--- config.mk ---
export PLATFORM = sky130hd
export DESIGN_NAME = fifo_word_packer
export DESIGN_NICKNAME = d
export VERILOG_FILES = /design/src/rtl/fifo_word_packer.sv
export SDC_FILE = /design/constraint.sdc
export NUM_CORES = 1
export LEC_CHECK = 0
export ABC_AREA = 1
export CAP_MARGIN = 20
export CORE_MARGIN = 4
export CORE_UTILIZATION = 50
export DETAILED_ROUTE_END_ITERATION = 8
export PLACE_DENSITY_LB_ADDON = 0.25
export SLEW_MARGIN = 20
export SYNTH_ARGS = -nofsm -noshare
export SYNTH_HDL_FRONTEND = slang
export SYNTH_SLANG_ARGS = --single-unit
--- constraint.sdc ---
create_clock -name CLK -period 5.2 [get_ports CLK]
set_input_delay 1.04 -clock CLK [delete_from_list [all_inputs] [get_ports CLK]]
set_output_delay 1.04 -clock CLK [all_outputs]
set_load 0.005 [all_outputs]
--- src/rtl/fifo_word_packer.sv ---
// Drains bytes from an 8-bit FIFO read port and packs them LSB-lane first into
// words offered on a valid/ready interface; FLUSH emits a partial word with its byte count.
module fifo_word_packer #(
  parameter int BYTES_PER_WORD = 4,
  parameter int CNT_W          = $clog2(BYTES_PER_WORD + 1)
) (
  input  logic                        CLK,
  input  logic                        RST,
  input  logic                        FIFO_EMPTY,
  input  logic [7:0]                  FIFO_DOUT,
  output logic                        FIFO_RD_EN,
  input  logic                        FLUSH,
  output logic [8*BYTES_PER_WORD-1:0] WORD_OUT,
  output logic [CNT_W-1:0]            WORD_BYTES,
  output logic                        WORD_VALID,
  input  logic                        WORD_READY,
  output logic                        DBG_STATE
);

  localparam int             W    = 8 * BYTES_PER_WORD;
  localparam logic [CNT_W:0] FULL = (CNT_W + 1)'(BYTES_PER_WORD);

  // Word handshake: a word transfers on each rising edge where WORD_VALID and
  // WORD_READY are both high; WORD_OUT/WORD_BYTES hold steady while VALID waits for READY.
  typedef enum logic {FILL = 1'b0, HOLD = 1'b1} state_t;

  state_t         state;
  logic [CNT_W-1:0] cnt;
  logic           pend;
  logic           flush_req;
  logic [W-1:0]   asm_q;
  logic [W-1:0]   asm_next;
  logic [CNT_W:0] level;
  logic [CNT_W:0] cnt_inc;

  // Bytes already held plus the one in flight must leave room for another read.
  assign level      = {1'b0, cnt} + {{CNT_W{1'b0}}, pend};
  assign cnt_inc    = {1'b0, cnt} + (CNT_W + 1)'(1);
  assign FIFO_RD_EN = !RST && (state == FILL) && !FIFO_EMPTY && !flush_req && (level < FULL);
  assign DBG_STATE  = state;

  always_comb begin
    asm_next = asm_q;
    for (int k = 0; k < BYTES_PER_WORD; k++) begin
      if (pend && (cnt == CNT_W'(k))) asm_next[8*k +: 8] = FIFO_DOUT;
    end
  end

  always_ff @(posedge CLK or posedge RST) begin
    if (RST) begin
      state      <= FILL;
      cnt        <= '0;
      pend       <= 1'b0;
      flush_req  <= 1'b0;
      asm_q      <= '0;
      WORD_OUT   <= '0;
      WORD_BYTES <= '0;
      WORD_VALID <= 1'b0;
    end else begin
      pend <= FIFO_RD_EN;
      case (state)
        FILL: begin
          if (pend) begin
            if (cnt_inc == FULL) begin
              WORD_OUT   <= asm_next;
              WORD_BYTES <= CNT_W'(BYTES_PER_WORD);
              WORD_VALID <= 1'b1;
              state      <= HOLD;
              cnt        <= '0;
              asm_q      <= '0;
              flush_req  <= 1'b0;
            end else begin
              cnt   <= cnt_inc[CNT_W-1:0];
              asm_q <= asm_next;
              if (FLUSH) flush_req <= 1'b1;
            end
          end else if (flush_req) begin
            // Nothing in flight: emit whatever is assembled, or just drop the request.
            flush_req <= 1'b0;
            if (cnt != '0) begin
              WORD_OUT   <= asm_q;
              WORD_BYTES <= cnt;
              WORD_VALID <= 1'b1;
              state      <= HOLD;
              cnt        <= '0;
              asm_q      <= '0;
            end
          end else if (FLUSH) begin
            flush_req <= 1'b1;
          end
        end
        HOLD: begin
          if (WORD_READY) begin
            WORD_VALID <= 1'b0;
            state      <= FILL;
          end
        end
        default: state <= FILL;
      endcase
    end
  end

endmodule

==> run metrics, run 1 <==
status finished clean; unrepaired setup endpoints after global routing no; aggregate global-route resource usage 20.97%; Syn Area/Cell 7.852 um2; top-area cell type share of the netlist area 55.10%; vias per inst 5.236; Worst R2R Start cnt[0]; Post-synth top flop dfrtp_1; # clock sinks 74; Async SR Flop Fraction 100.0%; # port buffers 50; area occupied by registers 1852 um2; cell taking the most area after synthesis dfrtp_1; TritonCTS clock tree done; Power, Total 2.228 mW; core area 6422 um2; Setup Viol. Count Final 0; footprint of the multi-input gates 1346 um2; setup ws final 1.722 ns; Num CTS Buffers 9; htree depth 3; global-route wire length before repair 13.54 mm; vias 2,901; Reg2Reg Setup Slack 2.24 ns; WL per Instance 14.53 um; Rows 29; Post-synth EDFFs 0; Final nets 491; die height 89.99 um; number of hold buffers added after cts 0; Ports 51; fmax 287.5 MHz; initial antenna violation count 0; CTS resizes 0; Clock Tree Root clkbuf_8; Mapped Nets 446; clock skew 0.004537 ns; cells after synthesis 428; GPL Wtd Cong 0.8461; Cell variety after synth 19; Clk Latency, worst-skew pair 0.35 ns; Max-cap violations 0; setup TNS 0 ns; Post-Route WL 8.047 mm; CP startpoint kind input port; Leak 2.160 nW; Initial Util 52.33%; drt initial violations 261; synth cell count leaders 224 x nand2_1, 74 x dfrtp_1, 38 x nand3_1; Seq/Total Area, Yosys 55.10%; Pwr per Cell Area 539.5 nW/um2; VDD IR max 0.2501 mV; fin crit period 3.478 ns; met2 WL 3.826 mm; Hold Crit Class reg -> reg; Fin Hold WS 0.4734 ns; arrival time worst endpoint 2.44 ns; layout cells sized above 1 5.660%; highest layer used for signal routing met4; Max Slew Vio Count 0; top-count cell post-synth nand2_1; final core occ 64.31%; fillcell total 564; CTS max path bufs 2; HPWL Detailed 5.019 mm; Detailed Routing Iterations Pass 1 5; synthesized area 3361 um2; pin count of the biggest net entering global routing 48; Crit Path Category in -> out; Crit Path Max Fanout 2; CP startpoint RST; ANT cells 0; synth-to-layout area growth 22.90%; vias in the first global route 2,849; die width 89.99 um; Least-Margin Pin Slew 0.8439 ns; Residual DRC 0; CP Capture Type output pin; dominant cells by area after synthesis dfrtp_1 55%, nand2_1 25%, nand3_1 5.7%; Final Cycle Share 66.89%; worst endpoint required time 4.16 ns; WL met1 3.631 mm; DR WL met3 420 um; Clock transition at path regs 0.07 ns; Slew HR 43.61%; dpl ws 1.712 ns; GRT overflow 0; Post-CTS Setup Repair Bufs 0; Final ANT Viol Nets 0; FF+latch count, synth 74; Final Hold Viols 0; Yosys warning total 0; hold path start WORD_OUT[28]; DIE AREA 8097 um2
layout make-up:
class | instances | area share (%)
Tap cell | 77 | 2.333
Timing Repair Buffer | 54 | 12.84
Clock inverter | 5 | 2.484
Inverter | 17 | 1.575
Multi-Input combinational cell | 317 | 32.60
Clock buffer | 10 | 3.332
Sequential cell | 74 | 44.84
report_power, final:
group          internal [mW]  total [mW]  switching, mW
Combinational          0.329       0.803          0.474
Clock                  0.328       0.544          0.216
Sequential             0.763       0.881          0.119
cells in the final DEF (no fill, tap or decap), types with 3 or more instances in the layout:
cell	Yosys	routed
o21ai_0	6	6
inv_1	13	12
ha_1	5	5
clkbuf_8	0	10
nand2_1	224	224
bufinv_16	0	3
o21ai_1	25	25
a21oi_1	4	4
inv_2	4	4
buf_4	1	4
nand3_1	38	38
dfrtp_1	74	74
clkdlybuf4s50_1	0	50
nor2_1	9	9
worst max-delay path, stage by stage:
cell,delay [ns]
clkdlybuf4s50_1,0.43
nor3_1,0.19
nand2_1,0.07
a31oi_1,0.17
clkdlybuf4s50_1,0.53
per-layer routing:
metal | up-vias | track usage, %
li1 | 1428 | -
met1 | 1373 | 26.67
met2 | 85 | 35.40
met3 | 15 | 4.508
met4 | 0 | 7.781
met5 | - | 0
state kept, by name (all words and copies together) (netlist names):
signal / flops
WORD_OUT: 32
WORD_BYTES: 3
cnt: 3
WORD_VALID: 1
asm_q: 32
DBG_STATE: 1
pend: 1
flush_req: 1
per-stage QoR:
step | instances | instance area (um2)
after floorplan | 428 | 3361
after global placement | 539 | 3889
after detailed placement | 539 | 3889
after CTS | 554 | 4129
after global routing | 554 | 4130
final | 554 | 4130
worst paths after layout:
check                               end  cells after the start
setup reg to reg           WORD_OUT[17]                      9
hold reg to reg            WORD_OUT[28]                      2
max in group asynchronous     asm_q[15]                      3
min in group asynchronous     flush_req                      2
setup / recovery             FIFO_RD_EN                      5
hold / removal             WORD_OUT[28]                      2
logic make-up (layout without fill, tap and decap cells):
family | Yosys count | count (layout) | share of synthesized area (%)
adders and majority gates | 5 | 5 | 1.862
DFF | 74 | 74 | 55.10
and+or+nand+nor | 274 | 274 | 32.35
buffers and inverters | 37 | 86 | 4.840
AOI/OAI and AO/OA | 38 | 38 | 5.845
Note: power is estimated with default switching activity, not from simulation.
==> run 2, diff against run 1 <==
clock period = 3.6 ns   (was 5.2 ns; I/O delays follow)
==> run metrics, run 2 (same netlist as run 1, synthesis figures left out) <==
status finished clean; Reg2Reg Setup Slack 1.56 ns; fillcell total 551; HPWL Detailed 5.093 mm; CTS max path bufs 2; pin count of the biggest net entering global routing 75; Final ANT Viol Nets 0; unrepaired setup endpoints after global routing no; vias in the first global route 2,914; DR WL met3 439 um; die width 89.99 um; Least-Margin Pin Slew 0.5864 ns; TritonCTS clock tree done; CP startpoint RST; crit-path cells clkdlybuf4s50_1 > nor3_1 > nand2_1 > a31oi_1 > clkdlybuf4s50_1; Max Slew Vio Count 0; initial antenna violation count 0; dpl ws 0.7448 ns; GPL Wtd Cong 0.8484; global-route wire length before repair 13.79 mm; commonest non-fill, non-tap cell in the layout nand2_1; DIE AREA 8097 um2; Hold Crit Class reg -> reg; core area 6422 um2; synth-to-layout area growth 22.78%; layout cells sized above 1 6.054%; arrival time worst endpoint 2.13 ns; Final nets 492; CP startpoint kind input port; worst reg-to-reg path cell count 8; Crit Path Max Fanout 2; setup ws final 0.7535 ns; Post-CTS Setup Repair Bufs 0; Regs by FF count WORD_OUT x32, asm_q x32; Final Cycle Share 79.07%; CTS resizes 0; aggregate global-route resource usage 20.95%; Setup Viol. Count Final 0; drt initial violations 210; Max-cap violations 0; met2 WL 3.777 mm; Worst R2R Start cnt[0]; VDD IR max 0.3532 mV; reg2reg end DBG_STATE; WL per Instance 14.14 um; CP max stage delay 0.54 ns; most frequent cells in the layout 224 x nand2_1, 74 x dfrtp_1, 50 x clkdlybuf4s50_1, 38 x nand3_1, 25 x o21ai_1; clock skew 0.008454 ns; highest layer used for signal routing met4; Clk Latency, worst-skew pair 0.34 ns; Clock transition at path regs 0.08 ns; Leak 2.157 nW; number of hold buffers added after cts 0; Pwr per Cell Area 760.3 nW/um2; Crit Path Category in -> out; Most common cell on crit path clkdlybuf4s50_1; Setup crit end FIFO_RD_EN; htree depth 3; # clock sinks 74; vias per inst 5.214; area occupied by registers 1852 um2; Rows 29; ANT cells 0; fmax 351.3 MHz; Initial Util 52.33%; die height 89.99 um; worst endpoint required time 2.88 ns; CP max-delay cell clkdlybuf4s50_1; setup TNS 0 ns; Post-Route WL 7.860 mm; Final Hold Viols 0; CP Capture Type output pin; footprint of the multi-input gates 1346 um2; WL met1 3.453 mm; # port buffers 50; vias 2,899; Slew HR 60.80%; Detailed Routing Iterations Pass 1 4; Clock Tree Root clkbuf_8; Ports 51; fin crit period 2.846 ns; Residual DRC 0; GRT overflow 0; Num CTS Buffers 9
[run 2: final cells by class]
class | count | share of cell area, %
repair buffers | 55 | 13.34
multi-input cells | 317 | 32.63
clock buffers | 9 | 3.002
clock inverters | 7 | 2.274
well taps | 77 | 2.335
flip-flops and latches | 74 | 44.88
inverters | 17 | 1.546
[run 2: metal layers]
metal,vias to the layer above,track usage (%)
met3,16,3.339
met2,87,34.84
met1,1359,27.61
met4,0,8.418
li1,1437,-
met5,-,0
[run 2: worst min-delay path by stage]
stage	slack, ns	endpoint	cells past startpoint	startpoint
after floorplan	0.45	asm_q[22]	2	asm_q[22]
after global placement	0.45	WORD_OUT[29]	2	WORD_OUT[29]
after detailed placement	0.46	WORD_OUT[26]	2	WORD_OUT[26]
after CTS	0.48	WORD_OUT[26]	2	WORD_OUT[26]
after global routing	0.49	WORD_OUT[26]	2	WORD_OUT[26]
final	0.47	WORD_OUT[26]	2	WORD_OUT[26]
[run 2: critical path, delay by kind of cell]
| kind | cells | cell delay, ns |
|---|---|---|
| AND/OR/NAND/NOR | 2 | 0.24 |
| buffers and inverters | 2 | 0.97 |
| AO/OA/AOI/OAI | 1 | 0.19 |
[run 2: report_power, final]
group          internal, mW  leakage, nW  switching [mW]
clock                 0.389        0.105           0.315
combinational         0.484         1.04           0.680
sequential             1.10         1.01           0.169
total                  1.97         2.16            1.16
[run 2: stage by stage]
stage	hold slack (ns)	area [um2]	instances	total power [mW]	util (%)
global route	0.4873	4126	556	3.386	64.25
global placement	0.4546	3909	540	2.413	60.86
CTS	0.4773	4126	556	3.164	64.25
detailed placement	0.4583	3909	540	2.460	60.86
finish	0.4731	4126	556	3.137	64.25
floorplan	0.4492	3361	428	2.006	-
==> run 3, diff against run 2 <==
clock period = 2.7 ns   (was 3.6 ns; I/O delays follow)
==> run metrics, run 3 (same netlist as run 1, synthesis figures left out) <==
Final Cycle Share 91.67%; Crit Path Max Fanout 2; Non-Filler Instances 557; status finished clean; Post-Route WL 8.107 mm; clock skew 0.005661 ns; Hold Crit Class reg -> reg; global-route wire length before repair 13.77 mm; HPWL Detailed 5.252 mm; hold path start WORD_OUT[27]; fin crit period 2.475 ns; Detailed Routing Iterations Pass 1 4; aggregate global-route resource usage 21.00%; DIE AREA 8097 um2; Crit Path Category in -> out; CTS resizes 0; CTS max path bufs 2; vias in the first global route 2,934; # clock sinks 74; Slew HR 61.08%; vias 2,941; Rows 29; Residual DRC 0; WL per Instance 14.55 um; Ports 51; arrival time worst endpoint 1.94 ns; CP Capture Type output pin; final core occ 64.89%; setup TNS 0 ns; Most common cell on crit path clkdlybuf4s50_1; Reg2Reg Setup Slack 0.72 ns; die height 89.99 um; dpl cells 541; Least-Margin Pin Slew 0.5821 ns; fmax 404.0 MHz; Worst R2R Start cnt[0]; VDD IR max 0.4225 mV; Num CTS Buffers 9; GRT overflow 0; worst reg-to-reg path cell count 9; worst endpoint required time 2.16 ns; htree depth 3; pin count of the biggest net entering global routing 75; reg2reg end WORD_OUT[14]; Regs by FF count WORD_OUT x32, asm_q x32; Initial Util 52.33%; CP Buf/Inv Count 2; CP startpoint kind input port; CP max stage delay 0.54 ns; commonest non-fill, non-tap cell in the layout nand2_1; Clock Tree Root clkbuf_8; Clk Latency, worst-skew pair 0.35 ns; WHS Endpoint WORD_OUT[27]; initial antenna violation count 0; # port buffers 50; die width 89.99 um; Max-cap violations 0; ANT cells 0; core area 6422 um2; number of hold buffers added after cts 0; most frequent cells in the layout 224 x nand2_1, 74 x dfrtp_1, 50 x clkdlybuf4s50_1, 38 x nand3_1, 25 x o21ai_1; Clock transition at path regs 0.07 ns; synth-to-layout area growth 24.01%; Setup Viol. Count Final 0; Final Hold Viols 0; Final nets 493; WHS Path Cells 2; drt initial violations 197; Post-CTS Setup Repair Bufs 0; CP max-delay cell clkdlybuf4s50_1; layout cells sized above 1 6.250%; Pwr per Cell Area 1039 nW/um2; vias per inst 5.280; Max Slew Vio Count 0; Leak 2.185 nW; TritonCTS clock tree done; Worst path top cell family by delay buffers and inverters; GPL Wtd Cong 0.8387; unrepaired setup endpoints after global routing no; Final ANT Viol Nets 0; crit-path cells clkdlybuf4s50_1 > nor3_1 > nand2_1 > a31oi_1 > clkdlybuf4s50_1
-- run 3: changes by cell type in the layout (fill, tap and decap cells not counted) --
cell | before | now
clkbuf_8 | 9 | 11
bufinv_16 | 2 | 3
buf_4 | 4 | 5
clkinvlp_4 | 2 | 0
clkinv_4 | 1 | 0
-- run 3: worst max-delay path by stage --
| stage | start | to | slack, ns | depth (start not counted) |
|---|---|---|---|---|
| 2_1_floorplan | RST | DBG_STATE | 0.28 | 1 |
| 3_3_place_gp | RST | FIFO_RD_EN | 0.23 | 5 |
| 3_5_place_dp | RST | FIFO_RD_EN | 0.23 | 5 |
| 4_1_cts | RST | FIFO_RD_EN | 0.23 | 5 |
| 5_1_grt | RST | FIFO_RD_EN | 0.16 | 5 |
| 6_report | RST | FIFO_RD_EN | 0.22 | 5 |
-- run 3: cell type report --
type,count,area [um2]
fill,582,2255
sequential,74,1852
multi-input combinational,317,1346
timing repair buffer,56,558.0
clock buffer,11,151.4
clock inverter,5,100.1
tap,77,96.34
inverter,17,63.81
-- run 3: worst reg2reg max path: cells and delay by family, from the launching register on --
kind,cells,cell delay (ns)
adders and majority gates,1,0.23
DFF,1,0.45
buffers and inverters,2,0.39
and+or+nand+nor,6,0.79
-- run 3: power breakdown --
part           switching (mW)  total [mW]  internal [mW]  leakage [nW]
Combinational           0.917        1.57          0.650          1.05
Clock                   0.406        1.07          0.661         0.129
Sequential              0.230        1.70           1.47          1.01
-- run 3: per-stage QoR --
step                hold WS, ns  cell area, um2  setup slack (ns)  power (mW)
floorplan                0.4492            3361            0.2784       2.675
global placement         0.4536            3916            0.2319       3.204
detailed placement       0.4584            3916            0.2256       3.286
CTS                      0.4771            4168            0.2256       4.364
global route             0.4863            4168            0.1596       4.642
finish                   0.4708            4168            0.2249       4.331
-- run 3: per-layer routing --
metal / track usage, % / vias up / routed length, um
li1: - / 1438 / -
met1: 27.89 / 1408 / 3406
met2: 34.96 / 83 / 4108
met3: 2.922 / 12 / 474
met4: 8.418 / 0 / 117
met5: 0 / - / 0
==> patch 1: new RTL, config.mk and constraints of run 1 <==
Register the output `DBG_STATE` once more; this adds one clock of latency there. The other outputs are not delayed to match.
--- a/src/rtl/fifo_word_packer.sv
+++ b/src/rtl/fifo_word_packer.sv
@@ -38,5 +38,7 @@
   assign cnt_inc    = {1'b0, cnt} + (CNT_W + 1)'(1);
   assign FIFO_RD_EN = !RST && (state == FILL) && !FIFO_EMPTY && !flush_req && (level < FULL);
-  assign DBG_STATE  = state;
+  always_ff @(posedge CLK) begin
+    DBG_STATE <= state;
+  end
 
   always_comb begin
Formal check against the unedited RTL: not equivalent (a bounded check fails within 4 cycles, from zero or initial values and one cycle with RST high).
==> patch 1 against run 1 <==
Total power shrank 6.4%; count of clock-buffer cells in the layout is 2 higher; sequential power grew 1%; synthesized area increased by 0.60%; combinational power fell by 0.7%; sequential cell count up 1; clock skew increased by 0.0045 ns; global-route usage fell by 0.30 points; final area down 1.3%; non-clock buffer count did not move; worst setup slack worse by 0.023 ns; routed wire length fell by 2.9%; first-iteration DRC count fell by 13%; critical path type unchanged; critical endpoint unchanged.
==> patch 1: results (changes against run 1) <==
logic_synthesis:
  ys_async_sr_fraction_pct: 98.7  # -1.3 points
  seq_area_frac_synth_pct: 55.4  # +0.27 points
  yosysWarnings: 0  # unchanged
  ys_top_cells_by_area: "dfrtp_1 55%, nand2_1 25%, nand3_1 5.6%"
  synth_nets: 447  # +0.22%
  ys_types: 20  # +1
cts:
  cts_buffers: 9  # unchanged
  ctsResizeCount: 0  # unchanged
  h-tree-depth: 3  # unchanged
  clk_path_buf_depth: 2  # unchanged
  postCtsSetupRepairBufs: 0  # unchanged
  insertion_delay_ns: 0.35  # about the same
  cts.clk_slew.worst_paths_ns: 0.07  # about the same
  cts-root-buf: "clkbuf_8"
worst_setup_path:
  max_stage_delay_ns: 0.55  # +0.02 ns
  arrival_ns: 2.46  # +0.02 ns
  cp_max_fo: 2  # unchanged
  reg2reg_to: "WORD_OUT[21]$_DFFE_PP0P_"
  startpoint: "RST"
  r2r_slack_ns: 2.20  # -0.04 ns
  r2r-start: "cnt[0]$_DFFE_PP0P_"
  critPathSlowestCell: "clkdlybuf4s50_1"
pwr:
  ir_worst_vdd_mv: 0.215  # -14%
  p_leak_nw: 2.13  # -1.2%
finish:
  drive_above_1_share_pct: 5.24  # -0.42 points
  fin_nets: 492  # +0.20%
  fill_cells: 592  # +5.0%
drt:
  drcViolationCount: 0  # unchanged
  dr.pass1.iters: 4  # -1
  vias: 2924  # +0.79%
  wl_per_cell_um: 14.1  # -2.9%
  dr.first_iter.drc_count: 228  # -13%
run_status:
  status: "completed"
grt:
  grtUsageTotal_pct: 20.7  # -0.30 points
  grt_pass1_wl_um: 13600  # +0.66%
  grt_max_degree: 41  # -15%
placement:
  dpl_cell_area_um2: 3910  # +0.51%
  portBuffers: 50  # unchanged
  dp.final_hpwl_um: 5020  # about the same
  routabilityCongestion: 0.799  # -5.6%
sta:
  clock_skew_ns: 0.00903  # +0.00450 ns
  setup_tns_ns: 0  # unchanged
  maxSlewHeadroom_pct: 43.6  # about the same
min_path:
  hold_path_class: "register to register"
[patch 1: worst max-delay path: cells and delay by family]
kind,cells,cell delay [ns]
buffers and inverters,2,0.98
and+or+nand+nor,2,0.23
AOI/OAI and AO/OA,1,0.21
[patch 1: kinds of logic (layout without fill, tap and decap cells)]
family          count (synthesis)  in the layout  synth area share [%]
buf+inv                        37             85                  4.81
flops                          75             75                  55.4
simple gates                  274            274                  32.2
fa+ha+maj                       5              5                  1.85
compound gates                 38             38                  5.81
[patch 1: through the flow]
stage	hold WS (ns)	util, %	setup WS, ns	instances	total power, mW
after floorplan	0.445	-	2.28	429	1.40
after global placement	0.453	60.5	1.72	540	1.67
after detailed placement	0.458	60.5	1.71	540	1.70
after CTS	0.476	63.1	1.70	554	2.10
after global routing	0.490	63.1	1.61	554	2.25
final	0.469	63.1	1.70	554	2.08
[patch 1: worst min-delay path by stage]
stage / start / end / slack, ns / cells past startpoint
2_1_floorplan: state$_DFF_PP0_ / DBG_STATE$_DFF_P_ / 0.45 / 0
3_3_place_gp: WORD_OUT[31]$_DFFE_PP0P_ / WORD_OUT[31]$_DFFE_PP0P_ / 0.45 / 2
3_5_place_dp: WORD_VALID$_DFFE_PP0P_ / WORD_VALID$_DFFE_PP0P_ / 0.46 / 2
4_1_cts: WORD_VALID$_DFFE_PP0P_ / WORD_VALID$_DFFE_PP0P_ / 0.48 / 2
5_1_grt: WORD_OUT[25]$_DFFE_PP0P_ / WORD_OUT[25]$_DFFE_PP0P_ / 0.49 / 2
6_report: WORD_OUT[31]$_DFFE_PP0P_ / WORD_OUT[31]$_DFFE_PP0P_ / 0.47 / 2
[patch 1: layout make-up]
cell class              count  area [um2]  share of cell area (%)
flip-flops and latches     75        1870                    45.9
multi-input cells         317        1350                    33.0
repair buffers             54         531                    13.0
clock buffers              12         155                    3.81
well taps                  77        96.3                    2.36
inverters                  17        63.8                    1.57
clock inverters             2        12.5                   0.307
[patch 1: routing by layer]
metal	up-vias	wire (um)	global-route usage, %
met5	-	0	0
met4	0	152	10.8
met3	13	366	3.01
met2	79	3740	33.0
met1	1398	3550	27.3
li1	1434	-	-
[patch 1: power breakdown]
group,leakage (nW),internal (mW),switching (mW),total (mW)
clock network,0.0843,0.193,0.203,0.396
registers,1.02,0.773,0.118,0.891
logic,1.03,0.329,0.468,0.797
total,2.13,1.30,0.789,2.08
==> patch 2: new RTL, flow settings as in run 1 <==
Without the edit above. `BYTES_PER_WORD`: 4 -> 8.
--- a/src/rtl/fifo_word_packer.sv
+++ b/src/rtl/fifo_word_packer.sv
@@ -2,5 +2,5 @@
 // words offered on a valid/ready interface; FLUSH emits a partial word with its byte count.
 module fifo_word_packer #(
-  parameter int BYTES_PER_WORD = 4,
+  parameter int BYTES_PER_WORD = 8,
   parameter int CNT_W          = $clog2(BYTES_PER_WORD + 1)
 ) (
Ports: changed (resized WORD_BYTES and WORD_OUT); port bits go from 51 to 84. The function was not compared with the original's and may differ.
==> patch 2 against run 1 <==
Hold slack lost 0.0055 ns; synthesized area grew 92%; final area grew 93%; synthesized cell count grew 99%; routed wire length grew 100%; register-to-register slack gained 0.39 ns; total power grew 70%; worst setup slack lost 0.20 ns; final cell count grew 99%; sequential cell count grew 66; largest cell class unchanged; highest routed layer unchanged; largest power group is now clock; clock power grew to 2.6 times the old value; global-route usage grew 2.1 points.
==> patch 2: results (changes against run 1) <==
logic_synthesis:
  ys_top_cells_by_area: "dfrtp_1 54%, nand2_1 31%, nand3_1 6.1%"
  synth-compound-area-share_pct: 0.776  # -5.1 points
  synth_adder_area_share_pct: 0.776  # -1.1 points
  seq_area_frac_synth_pct: 54.3  # -0.81 points
  syn_avg_cell_area_um2: 7.57  # -3.6%
  synth_nets: 869  # +95%
min_path:
  hold_end: "WORD_BYTES[0]$_DFFE_PP0P_"
  hold_start: "WORD_BYTES[0]$_DFFE_PP0P_"
finish:
  clock_area_share_pct: 8.55  # +2.7 points
  nNonClkInverters: 13  # -4
  regArea_um2: 3500  # +89%
  buffers: 88  # +63%
  drive_above_1_share_pct: 5.06  # -0.60 points
  area_share_nonclk_buffers_pct: 11.0  # -1.8 points
  finalNonFillerCells: 1100  # +99%
  clockBufferCount: 19  # +9
  multiInputCombCellCount: 655  # +110%
  fin_nets: 932  # +90%
  multi_input_area_um2: 2640  # +96%
drt:
  dr.first_iter.drc_count: 511  # +96%
  vias: 5576  # +92%
placement:
  dp.final_hpwl_um: 9640  # +92%
  portBuffers: 83  # +66%
  routabilityCongestion: 0.878  # +3.8%
  dp_cells: 1068  # +98%
  pre_cts_slack_ns: 1.49  # -0.218 ns
  dpl_cell_area_um2: 7290  # +88%
pwr:
  ir_worst_vdd_mv: 0.293  # +17%
  p_leak_nw: 4.40  # +100%
  p_per_area_nw_per_um2: 475  # -12%
run_status:
  status: "completed"
cts:
  cts-root-buf: "clkbuf_16"
  cts_buffers: 17  # +8
  insertion_delay_ns: 0.42  # +0.07 ns
  h-tree-depth: 4  # +1
grt:
  grt_max_degree: 79  # +65%
  grt_pass1_wl_um: 27000  # +100%
  first_global_vias: 5354  # +88%
  grtUsageTotal_pct: 23.0  # +2.1 points
worst_setup_path:
  arrival_ns: 2.64  # +0.20 ns
  max_stage_delay_ns: 0.57  # +0.04 ns
  r2r_slack_ns: 2.63  # +0.39 ns
sta:
  clock_skew_ns: 0.00712  # +0.00258 ns
  hold_slack_ns: 0.468  # -0.00549 ns
[patch 2: cell count changes after synthesis, moves of 3 or more]
cell | before | now
a21oi_1 | 4 | 7
buf_1 | 0 | 8
buf_2 | 16 | 24
buf_4 | 1 | 7
buf_6 | 0 | 5
clkbuf_1 | 3 | 0
dfrtp_1 | 74 | 140
inv_1 | 13 | 9
nand2_1 | 224 | 538
nand3_1 | 38 | 79
nor2_1 | 9 | 15
o21ai_0 | 6 | 2
o21ai_1 | 25 | 1
[patch 2: how the worst max path moves through the flow]
stage	to	from	slack, ns	cells after the start
after detailed placement	FIFO_RD_EN	RST	1.49	5
after CTS	FIFO_RD_EN	RST	1.49	5
after global routing	FIFO_RD_EN	RST	1.44	5
after global placement	FIFO_RD_EN	RST	1.47	5
after floorplan	DBG_STATE$_DFF_PP0_	RST	0.41	1
final	FIFO_RD_EN	RST	1.52	5
[patch 2: cells by family (layout without fill, tap and decap cells)]
| group | count (synthesis) | count (layout) |
|---|---|---|
| AO/OA/AOI/OAI | 10 | 10 |
| AND/OR/NAND/NOR | 641 | 641 |
| buffers and inverters | 57 | 133 |
| adder cells (fa/ha/maj) | 4 | 4 |
| flip-flops | 140 | 140 |
[patch 2: power by group]
| group | switching, mW | internal (mW) | total [mW] | leakage, nW |
|---|---|---|---|---|
| registers | 0.114 | 1.26 | 1.38 | 1.94 |
| clock network | 0.473 | 0.917 | 1.39 | 0.324 |
| logic | 0.623 | 0.398 | 1.02 | 2.14 |
| total | 1.21 | 2.58 | 3.79 | 4.40 |
[patch 2: per-layer routing]
layer | part of all wire (%) | up-vias | GRT usage [%]
li1 | - | 2767 | -
met1 | 45 | 2589 | 31.3
met5 | 0 | - | 0
met4 | 1.9 | 0 | 6.72
met2 | 48 | 196 | 37.8
met3 | 5.7 | 24 | 4.55
